==> src/rtl/attribute_predictor_mc_pkg.sv <==
// Shared types and helpers for the multi-channel attribute predictor.
package attr_pred_pkg;

  typedef enum logic [1:0] {IDLE, ACCUM, DIVIDE, DONE} state_t;

  // Averaging modes sit directly above the K neighbour-select modes.
  localparam int MODE_AVG_OFFSET      = 0;
  localparam int MODE_WEIGHTED_OFFSET = 1;

  function automatic int sum_width(int attr_w, int weight_w, int k);
    return attr_w + weight_w + $clog2(k);
  endfunction

  function automatic int sat_add(int pred, int res, int max_val);
    int s;
    s = pred + res;
    if (s < 0) return 0;
    if (s > max_val) return max_val;
    return s;
  endfunction

endpackage

==> src/rtl/attribute_predictor_mc_if.sv <==
// Point-in / result-out handshake bundle of the attribute predictor.
interface attr_pred_if #(
  parameter int ATTR_WIDTH   = 8,
  parameter int K            = 4,
  parameter int CHANNELS     = 3,
  parameter int MODE_WIDTH   = 3,
  parameter int WEIGHT_WIDTH = 8
);
  logic                                 in_valid;
  logic                                 in_ready;
  logic [MODE_WIDTH-1:0]                prediction_mode;
  logic [K*CHANNELS*ATTR_WIDTH-1:0]     neighbor_attrs;
  logic [K*WEIGHT_WIDTH-1:0]            neighbor_weights;
  logic [CHANNELS*(ATTR_WIDTH+1)-1:0]   residual;
  logic                                 out_valid;
  logic                                 out_ready;
  logic [CHANNELS*ATTR_WIDTH-1:0]       predicted_attr;
  logic [CHANNELS*ATTR_WIDTH-1:0]       reconstructed_attr;
  logic                                 mode_error;
  logic                                 weight_fallback;

  modport master (
    output in_valid, prediction_mode, neighbor_attrs, neighbor_weights, residual, out_ready,
    input  in_ready, out_valid, predicted_attr, reconstructed_attr, mode_error, weight_fallback
  );

  modport slave (
    input  in_valid, prediction_mode, neighbor_attrs, neighbor_weights, residual, out_ready,
    output in_ready, out_valid, predicted_attr, reconstructed_attr, mode_error, weight_fallback
  );
endinterface

==> src/rtl/attribute_predictor_mc_divider.sv <==
// Restoring divider, one quotient bit per cycle; the start edge already performs the first step.
module attr_seq_divider #(
  parameter int W     = 18,
  parameter int OUT_W = 8
) (
  input  logic             clk,
  input  logic             rst_n,
  input  logic             start,
  input  logic [W-1:0]     numer,
  input  logic [W-1:0]     denom,
  output logic             busy,
  output logic             done,
  output logic [OUT_W-1:0] quotient
);
  localparam int CNT_W = $clog2(W);

  logic [W-1:0]     rem_q, quo_q, rem_in, quo_in;
  logic [W:0]       trial;
  logic [CNT_W-1:0] cnt;

  always_comb begin
    rem_in = start ? '0 : rem_q;
    quo_in = start ? numer : quo_q;
    trial  = {rem_in, quo_in[W-1]} - {1'b0, denom};
  end

  always_ff @(posedge clk) begin
    if (start || busy) begin
      if (!trial[W]) begin
        rem_q <= trial[W-1:0];
        quo_q <= {quo_in[W-2:0], 1'b1};
      end else begin
        rem_q <= {rem_in[W-2:0], quo_in[W-1]};
        quo_q <= {quo_in[W-2:0], 1'b0};
      end
    end
  end

  always_ff @(posedge clk or negedge rst_n) begin
    if (!rst_n) begin
      busy <= 1'b0;
      done <= 1'b0;
      cnt  <= '0;
    end else begin
      done <= 1'b0;
      if (start) begin
        busy <= 1'b1;
        cnt  <= CNT_W'(1);
      end else if (busy) begin
        if (cnt == CNT_W'(W - 1)) begin
          busy <= 1'b0;
          done <= 1'b1;
        end else begin
          cnt <= cnt + 1'b1;
        end
      end
    end
  end

  assign quotient = quo_q[OUT_W-1:0];

endmodule

==> src/rtl/attribute_predictor_mc.sv <==
// Per-point attribute prediction (select / average / weighted) plus saturated residual reconstruction.
module attribute_predictor_mc
  import attr_pred_pkg::*;
#(
  parameter int ATTR_WIDTH   = 8,
  parameter int K            = 4,
  parameter int CHANNELS     = 3,
  parameter int MODE_WIDTH   = 3,
  parameter int WEIGHT_WIDTH = 8
) (
  input logic       clk,
  input logic       rst_n,
  attr_pred_if.slave bus
);
  localparam int SUM_W    = sum_width(ATTR_WIDTH, WEIGHT_WIDTH, K);
  localparam int MAX_ATTR = (1 << ATTR_WIDTH) - 1;
  localparam logic [MODE_WIDTH-1:0] MODE_AVG = MODE_WIDTH'(K + MODE_AVG_OFFSET);
  localparam logic [MODE_WIDTH-1:0] MODE_WGT = MODE_WIDTH'(K + MODE_WEIGHTED_OFFSET);

  state_t state;
  logic   in_ready_r, out_valid_r, mode_error_r, weight_fallback_r, start_p1;
  logic [CHANNELS*ATTR_WIDTH-1:0] pred_r, recon_r, pred_c, recon_c;

  logic [MODE_WIDTH-1:0]              mode_p0;
  logic [K*CHANNELS*ATTR_WIDTH-1:0]   attrs_p0;
  logic [K*WEIGHT_WIDTH-1:0]          weights_p0;
  logic [CHANNELS*(ATTR_WIDTH+1)-1:0] residual_p0;

  logic [SUM_W-1:0] sum_w, den_c, den_p1;
  logic [SUM_W-1:0] sum_a [CHANNELS];
  logic [SUM_W-1:0] sum_wa [CHANNELS];
  logic [SUM_W-1:0] num_c [CHANNELS];
  logic [SUM_W-1:0] num_p1 [CHANNELS];
  logic             fallback_c, fallback_p1, use_wgt;

  logic [CHANNELS-1:0]   div_busy, div_done;
  logic [ATTR_WIDTH-1:0] quo [CHANNELS];
  logic [ATTR_WIDTH-1:0] pred_ch [CHANNELS];
  logic                  accept, div_fin, load;

  assign accept  = (state == IDLE) && in_ready_r && bus.in_valid;
  assign div_fin = (&div_done) & ~(|div_busy);
  assign load    = ((state == DIVIDE) && div_fin) || ((state == DONE) && !out_valid_r);

  // Stage p0 -> p1: numerator / denominator formation
  always_comb begin
    sum_w = '0;
    for (int i = 0; i < K; i++)
      sum_w = sum_w + SUM_W'(weights_p0[i*WEIGHT_WIDTH +: WEIGHT_WIDTH]);
    fallback_c = (sum_w == '0);
    use_wgt    = (mode_p0 == MODE_WGT) && !fallback_c;
    den_c      = use_wgt ? sum_w : SUM_W'(K);
    for (int c = 0; c < CHANNELS; c++) begin
      sum_a[c]  = '0;
      sum_wa[c] = '0;
      for (int i = 0; i < K; i++) begin
        sum_a[c]  = sum_a[c] + SUM_W'(attrs_p0[(i*CHANNELS+c)*ATTR_WIDTH +: ATTR_WIDTH]);
        sum_wa[c] = sum_wa[c] + SUM_W'(weights_p0[i*WEIGHT_WIDTH +: WEIGHT_WIDTH])
                              * SUM_W'(attrs_p0[(i*CHANNELS+c)*ATTR_WIDTH +: ATTR_WIDTH]);
      end
      num_c[c] = use_wgt ? sum_wa[c] : sum_a[c];
    end
  end

  always_ff @(posedge clk) begin
    if (accept) begin
      mode_p0     <= bus.prediction_mode;
      attrs_p0    <= bus.neighbor_attrs;
      weights_p0  <= bus.neighbor_weights;
      residual_p0 <= bus.residual;
    end
    if (state == ACCUM) begin
      for (int c = 0; c < CHANNELS; c++) num_p1[c] <= num_c[c];
      den_p1      <= den_c;
      fallback_p1 <= fallback_c;
    end
  end

  // Stage p1 -> p2: divide, all channels sharing one denominator
  for (genvar c = 0; c < CHANNELS; c++) begin : g_div
    attr_seq_divider #(.W(SUM_W), .OUT_W(ATTR_WIDTH)) u_div (
      .clk      (clk),
      .rst_n    (rst_n),
      .start    (start_p1),
      .numer    (num_p1[c]),
      .denom    (den_p1),
      .busy     (div_busy[c]),
      .done     (div_done[c]),
      .quotient (quo[c])
    );
  end

  // Stage p2: prediction select and saturated reconstruction
  always_comb begin
    pred_c  = '0;
    recon_c = '0;
    for (int c = 0; c < CHANNELS; c++) begin
      pred_ch[c] = '0;
      if (mode_p0 < MODE_WIDTH'(K)) begin
        for (int i = 0; i < K; i++)
          if (mode_p0 == MODE_WIDTH'(i))
            pred_ch[c] = attrs_p0[(i*CHANNELS+c)*ATTR_WIDTH +: ATTR_WIDTH];
      end else if (mode_p0 <= MODE_WGT) begin
        pred_ch[c] = quo[c];
      end
      pred_c[c*ATTR_WIDTH +: ATTR_WIDTH]  = pred_ch[c];
      recon_c[c*ATTR_WIDTH +: ATTR_WIDTH] = ATTR_WIDTH'(sat_add(int'(pred_ch[c]),
          int'($signed(residual_p0[c*(ATTR_WIDTH+1) +: ATTR_WIDTH+1])), MAX_ATTR));
    end
  end

  always_ff @(posedge clk or negedge rst_n) begin
    if (!rst_n) begin
      state             <= IDLE;
      in_ready_r        <= 1'b0;
      out_valid_r       <= 1'b0;
      mode_error_r      <= 1'b0;
      weight_fallback_r <= 1'b0;
      pred_r            <= '0;
      recon_r           <= '0;
      start_p1          <= 1'b0;
    end else begin
      start_p1 <= 1'b0;
      case (state)
        IDLE: begin
          in_ready_r <= 1'b1;
          if (accept) begin
            in_ready_r <= 1'b0;
            state <= (bus.prediction_mode == MODE_AVG || bus.prediction_mode == MODE_WGT)
                     ? ACCUM : DONE;
          end
        end
        ACCUM: begin
          start_p1 <= 1'b1;
          state    <= DIVIDE;
        end
        DIVIDE: if (div_fin) state <= DONE;
        DONE: begin
          if (out_valid_r && bus.out_ready) begin
            out_valid_r <= 1'b0;
            in_ready_r  <= 1'b1;
            state       <= IDLE;
          end
        end
        default: state <= IDLE;
      endcase
      if (load) begin
        out_valid_r       <= 1'b1;
        pred_r            <= pred_c;
        recon_r           <= recon_c;
        mode_error_r      <= (mode_p0 > MODE_WGT);
        weight_fallback_r <= (mode_p0 == MODE_WGT) && fallback_p1;
      end
    end
  end

  assign bus.in_ready           = in_ready_r;
  assign bus.out_valid          = out_valid_r;
  assign bus.predicted_attr     = pred_r;
  assign bus.reconstructed_attr = recon_r;
  assign bus.mode_error         = mode_error_r;
  assign bus.weight_fallback    = weight_fallback_r;

endmodule

==> src/flat_wrapper.sv <==
// flat-port wrapper written by rule: the top's interface ports become plain ports
module attribute_predictor_mc_flat import attr_pred_pkg::*;
#(
  parameter int ATTR_WIDTH   = 8,
  parameter int K            = 4,
  parameter int CHANNELS     = 3,
  parameter int MODE_WIDTH   = 3,
  parameter int WEIGHT_WIDTH = 8
)
  (clk, rst_n, bus_in_valid, bus_prediction_mode, bus_neighbor_attrs, bus_neighbor_weights, bus_residual, bus_out_ready, bus_in_ready, bus_out_valid, bus_predicted_attr, bus_reconstructed_attr, bus_mode_error, bus_weight_fallback);
  attr_pred_if #(.ATTR_WIDTH(ATTR_WIDTH), .K(K), .CHANNELS(CHANNELS), .MODE_WIDTH(MODE_WIDTH), .WEIGHT_WIDTH(WEIGHT_WIDTH)) bus_i ();
  input logic clk;
  input logic rst_n;
  input wire logic [$bits(bus_i.in_valid)-1:0] bus_in_valid;
  input wire logic [$bits(bus_i.prediction_mode)-1:0] bus_prediction_mode;
  input wire logic [$bits(bus_i.neighbor_attrs)-1:0] bus_neighbor_attrs;
  input wire logic [$bits(bus_i.neighbor_weights)-1:0] bus_neighbor_weights;
  input wire logic [$bits(bus_i.residual)-1:0] bus_residual;
  input wire logic [$bits(bus_i.out_ready)-1:0] bus_out_ready;
  output wire logic [$bits(bus_i.in_ready)-1:0] bus_in_ready;
  output wire logic [$bits(bus_i.out_valid)-1:0] bus_out_valid;
  output wire logic [$bits(bus_i.predicted_attr)-1:0] bus_predicted_attr;
  output wire logic [$bits(bus_i.reconstructed_attr)-1:0] bus_reconstructed_attr;
  output wire logic [$bits(bus_i.mode_error)-1:0] bus_mode_error;
  output wire logic [$bits(bus_i.weight_fallback)-1:0] bus_weight_fallback;
  assign bus_i.in_valid = bus_in_valid;
  assign bus_i.prediction_mode = bus_prediction_mode;
  assign bus_i.neighbor_attrs = bus_neighbor_attrs;
  assign bus_i.neighbor_weights = bus_neighbor_weights;
  assign bus_i.residual = bus_residual;
  assign bus_i.out_ready = bus_out_ready;
  assign bus_in_ready = bus_i.in_ready;
  assign bus_out_valid = bus_i.out_valid;
  assign bus_predicted_attr = bus_i.predicted_attr;
  assign bus_reconstructed_attr = bus_i.reconstructed_attr;
  assign bus_mode_error = bus_i.mode_error;
  assign bus_weight_fallback = bus_i.weight_fallback;
  attribute_predictor_mc #(.ATTR_WIDTH(ATTR_WIDTH), .K(K), .CHANNELS(CHANNELS), .MODE_WIDTH(MODE_WIDTH), .WEIGHT_WIDTH(WEIGHT_WIDTH)) u_core (.clk(clk), .rst_n(rst_n), .bus(bus_i));
endmodule
==> config.mk <==
export PLATFORM = sky130hd
export DESIGN_NAME = attribute_predictor_mc_flat
export DESIGN_NICKNAME = d
export VERILOG_FILES = /design/src/rtl/attribute_predictor_mc_pkg.sv /design/src/rtl/attribute_predictor_mc_if.sv /design/src/rtl/attribute_predictor_mc_divider.sv /design/src/rtl/attribute_predictor_mc.sv /design/src/flat_wrapper.sv
export SDC_FILE = /design/constraint.sdc
export NUM_CORES = 2
export LEC_CHECK = 0
export CAP_MARGIN = 20
export CELL_PAD_IN_SITES_DETAIL_PLACEMENT = 0
export CELL_PAD_IN_SITES_GLOBAL_PLACEMENT = 1
export CORE_MARGIN = 5
export CORE_UTILIZATION = 30
export CTS_CLUSTER_DIAMETER = 50
export DETAILED_ROUTE_END_ITERATION = 10
export PLACE_DENSITY = 0.54
export SKIP_CTS_REPAIR_TIMING = 1
export SYNTH_ARGS = -nofsm -noshare
export SYNTH_HDL_FRONTEND = slang
export SYNTH_SLANG_ARGS = --single-unit
==> constraint.sdc <==
create_clock -name clk -period 10.6 [get_ports clk]
set_input_delay 3.18 -clock clk [delete_from_list [all_inputs] [get_ports clk]]
set_output_delay 3.18 -clock clk [all_outputs]
set_load 0.03 [all_outputs]
==> flow_metrics.tcl <==
set metrics [dict create \
    worstSetupPathType "register to register" \
    numCtsBuffers 70 \
    run_status "finished, final reports clean" \
    hold-path-endpoint "u_core.bus.reconstructed_attr[12]" \
    synth-seq-cells 407 \
    nNetsFinal 6562 \
    numClockSinks 407 \
    io_buffers 213 \
    hold_path.class "register to register" \
    overflow 0 \
    place_area_sq_um 54200 \
    reg2reg_depth 26 \
    finalHoldViolations 0 \
    final_cell_mix "inv_1, fa_1, ha_1" \
    cp.arrival_ns 9.84 \
    clk_transition_reported_paths_ns 0.06 \
    ys.warnings.count 0 \
    synth_edf_count 331 \
    wl_per_cell_um 20.11 \
    cp.required_ns 11.00 \
    netlist_instances 4986 \
    htreeDepth 3 \
    whs_path_depth 2 \
    setup_slack_ns 1.163 \
    core_area_sq_um 163100 \
    totalWireLength_um 149400 \
    synth.area.top_cells "fa_1, edfxtp_1, ha_1, inv_1, dfrtp_1" \
    insertion_delay_ns 0.68 \
    crit_fanout 17 \
    yosysSeqAreaShare_pct 23.99 \
    netlist_area_sq_um 49370 \
    drv_slew 0 \
    regToRegStartpoint "u_core.weights_p0[2]" \
    die_y_um 415.7 \
    dieWidth_um 415.7 \
    worst_pin_slew_ns 1.212 \
    final_area_sq_um 56700 \
    dp_hpwl_um 121300 \
    cts-root-buf "clkbuf_16" \
    max_stage_delay_ns 0.87 \
    r2r_setup_slack_ns 1.16 \
    start_util_pct 30.26 \
    grt_pass1_vias 37164 \
    setup_violations 0 \
    path_buf_inv 3 \
    vias 34387 \
    gp_congestion 0.8736 \
    synthArstFlopShare_pct 18.67 \
    final.setup.tns_ns 0 \
    synth_flop_cell "edfxtp_1" \
    first_pass_iters 5 \
    final_common_cell "inv_1" \
    grt_pass1_wl_um 232500 \
    ios 214 \
    rr_endpoint "u_core.num_p1[0][35]" \
    crit_family "adder cells" \
    slowest_stage "edfxtp_1" \
    syn-num-nets 6354 \
    cts_tree "yes" \
    post-route-drc-count 0 \
    synth_top_area_share_pct 27.41 \
    grt_max_degree 139 \
    end_kind "register" \
    worstHoldStart "u_core.bus.reconstructed_attr[12]" \
    relSlewSlack_pct 19.21 \
    cap_viol_max_count 0 \
    num_rows 148 \
    max_freq_mhz 106.0 \
    finalCritPeriodShare_pct 89.03 \
    first_iter_violations 1847 \
    die-area_sq_um 172800 \
    antenna_found_initial 5 \
    holdWs_ns 0.4756 \
    period_needed_ns 9.437 \
    drive_above_1_share_pct 6.400 \
    cpMostUsedCell "fa_1" \
    syn_to_final_growth_pct 14.86 \
    yosysUniqueCellTypes 79 \
    cts_max_path_buffers 3 \
    viasPerCell 4.631 \
    drtAntennaViolNets 0 \
    fin_skew_ns 0.03293 \
    track_usage_pct 17.57 \
    dp_slack_ns 1.161 \
    syn_area_per_cell_sq_um 9.901 \
    yosysTopAreaCell "fa_1" \
    critPathLaunchType "register" \
    rsz0062_at_grt "no" \
]
## tightest hold or removal path, stage by stage (launching register included)
cell,delay (ns)
dfrtp_1,0.34
nand2_1,0.04
o21ai_0,0.06
## synth_stat cells, drive strengths merged (42+ instances only)
| library cell | instances |
|---|---|
| and2 | 265 |
| nor3 | 43 |
| fa | 676 |
| nor2b | 67 |
| mux2 | 94 |
| nand3 | 42 |
| dfrtp | 76 |
| a21oi | 133 |
| o21ai | 138 |
| ha | 530 |
| xnor2 | 86 |
| nor2 | 364 |
| clkbuf | 121 |
| edfxtp | 331 |
| inv | 1022 |
| nand2 | 490 |
| xor2 | 70 |
## final cells by class
type	count	area, sq um
Clock buffer	79	1837
Inverter	1037	3892
Multi-Input combinational cell	3408	33170
Fill cell	16638	106400
Timing Repair Buffer	270	2570
Antenna cell	1	2.502
Clock inverter	49	663.1
Sequential cell	407	11850
Tap cell	2175	2721
## per-stage QoR
step           utilization, %  instances
6_report                34.76       7426
5_1_grt                 34.75       7425
3_5_place_dp            33.22       7297
2_1_floorplan               -       4986
3_3_place_gp            33.22       7297
4_1_cts                 34.75       7425
## state kept, by name (all words and copies together) (netlist names)
register,flops
u_core.num_p1,54
u_core.g_div.u_div.done,3
u_core.bus.weight_fallback,1
u_core.den_p1,10
u_core.g_div.u_div.busy,3
u_core.residual_p0,27
u_core.bus.in_ready,1
u_core.weights_p0,32
u_core.bus.reconstructed_attr,24
u_core.g_div.u_div.cnt,15
u_core.mode_p0,3
u_core.g_div.u_div.quo_q,54
u_core.bus.mode_error,1
u_core.g_div.u_div.rem_q,54
u_core.attrs_p0,96
u_core.fallback_p1,1
u_core.state,2
u_core.bus.predicted_attr,24
u_core.start_p1,1
u_core.bus.out_valid,1
## metal layers
metal	vias up	global-route usage, %	part of all wire (%)
li1	16331	-	-
met1	17309	24.73	48
met2	585	28.76	46
met3	158	2.477	3.7
met4	4	3.989	2.4
met5	-	0	0.015
## cell families (layout without fill, tap and decap cells)
group	count (synthesis)	in the layout	synth area share (%)
buffers and inverters	1171	1435	8.916
and+or+nand+nor	1411	1411	13.55
DFF	407	407	23.99
xor gates and xnor gates	156	156	2.768
adders and majority gates	1206	1206	40.85
other	0	1	0
AOI/OAI and AO/OA	502	502	6.387
muxes	133	133	3.543
## worst max-delay path by stage
stage / start / end / slack (ns) / cells after the start
3_3_place_gp: u_core.weights_p0[2] / u_core.num_p1[0][35] / 1.26 / 26
2_1_floorplan: u_core.weights_p0[5] / u_core.num_p1[0][17] / 2.06 / 30
5_1_grt: u_core.weights_p0[3] / u_core.num_p1[0][35] / 0.67 / 26
6_report: u_core.weights_p0[2] / u_core.num_p1[0][35] / 1.16 / 26
4_1_cts: u_core.weights_p0[2] / u_core.num_p1[0][35] / 1.14 / 26
3_5_place_dp: u_core.weights_p0[2] / u_core.num_p1[0][35] / 1.16 / 26
Power is left out: the tool's default activity adds up to more than one toggle a clock period on the data nets, which glitch-free logic cannot reach.
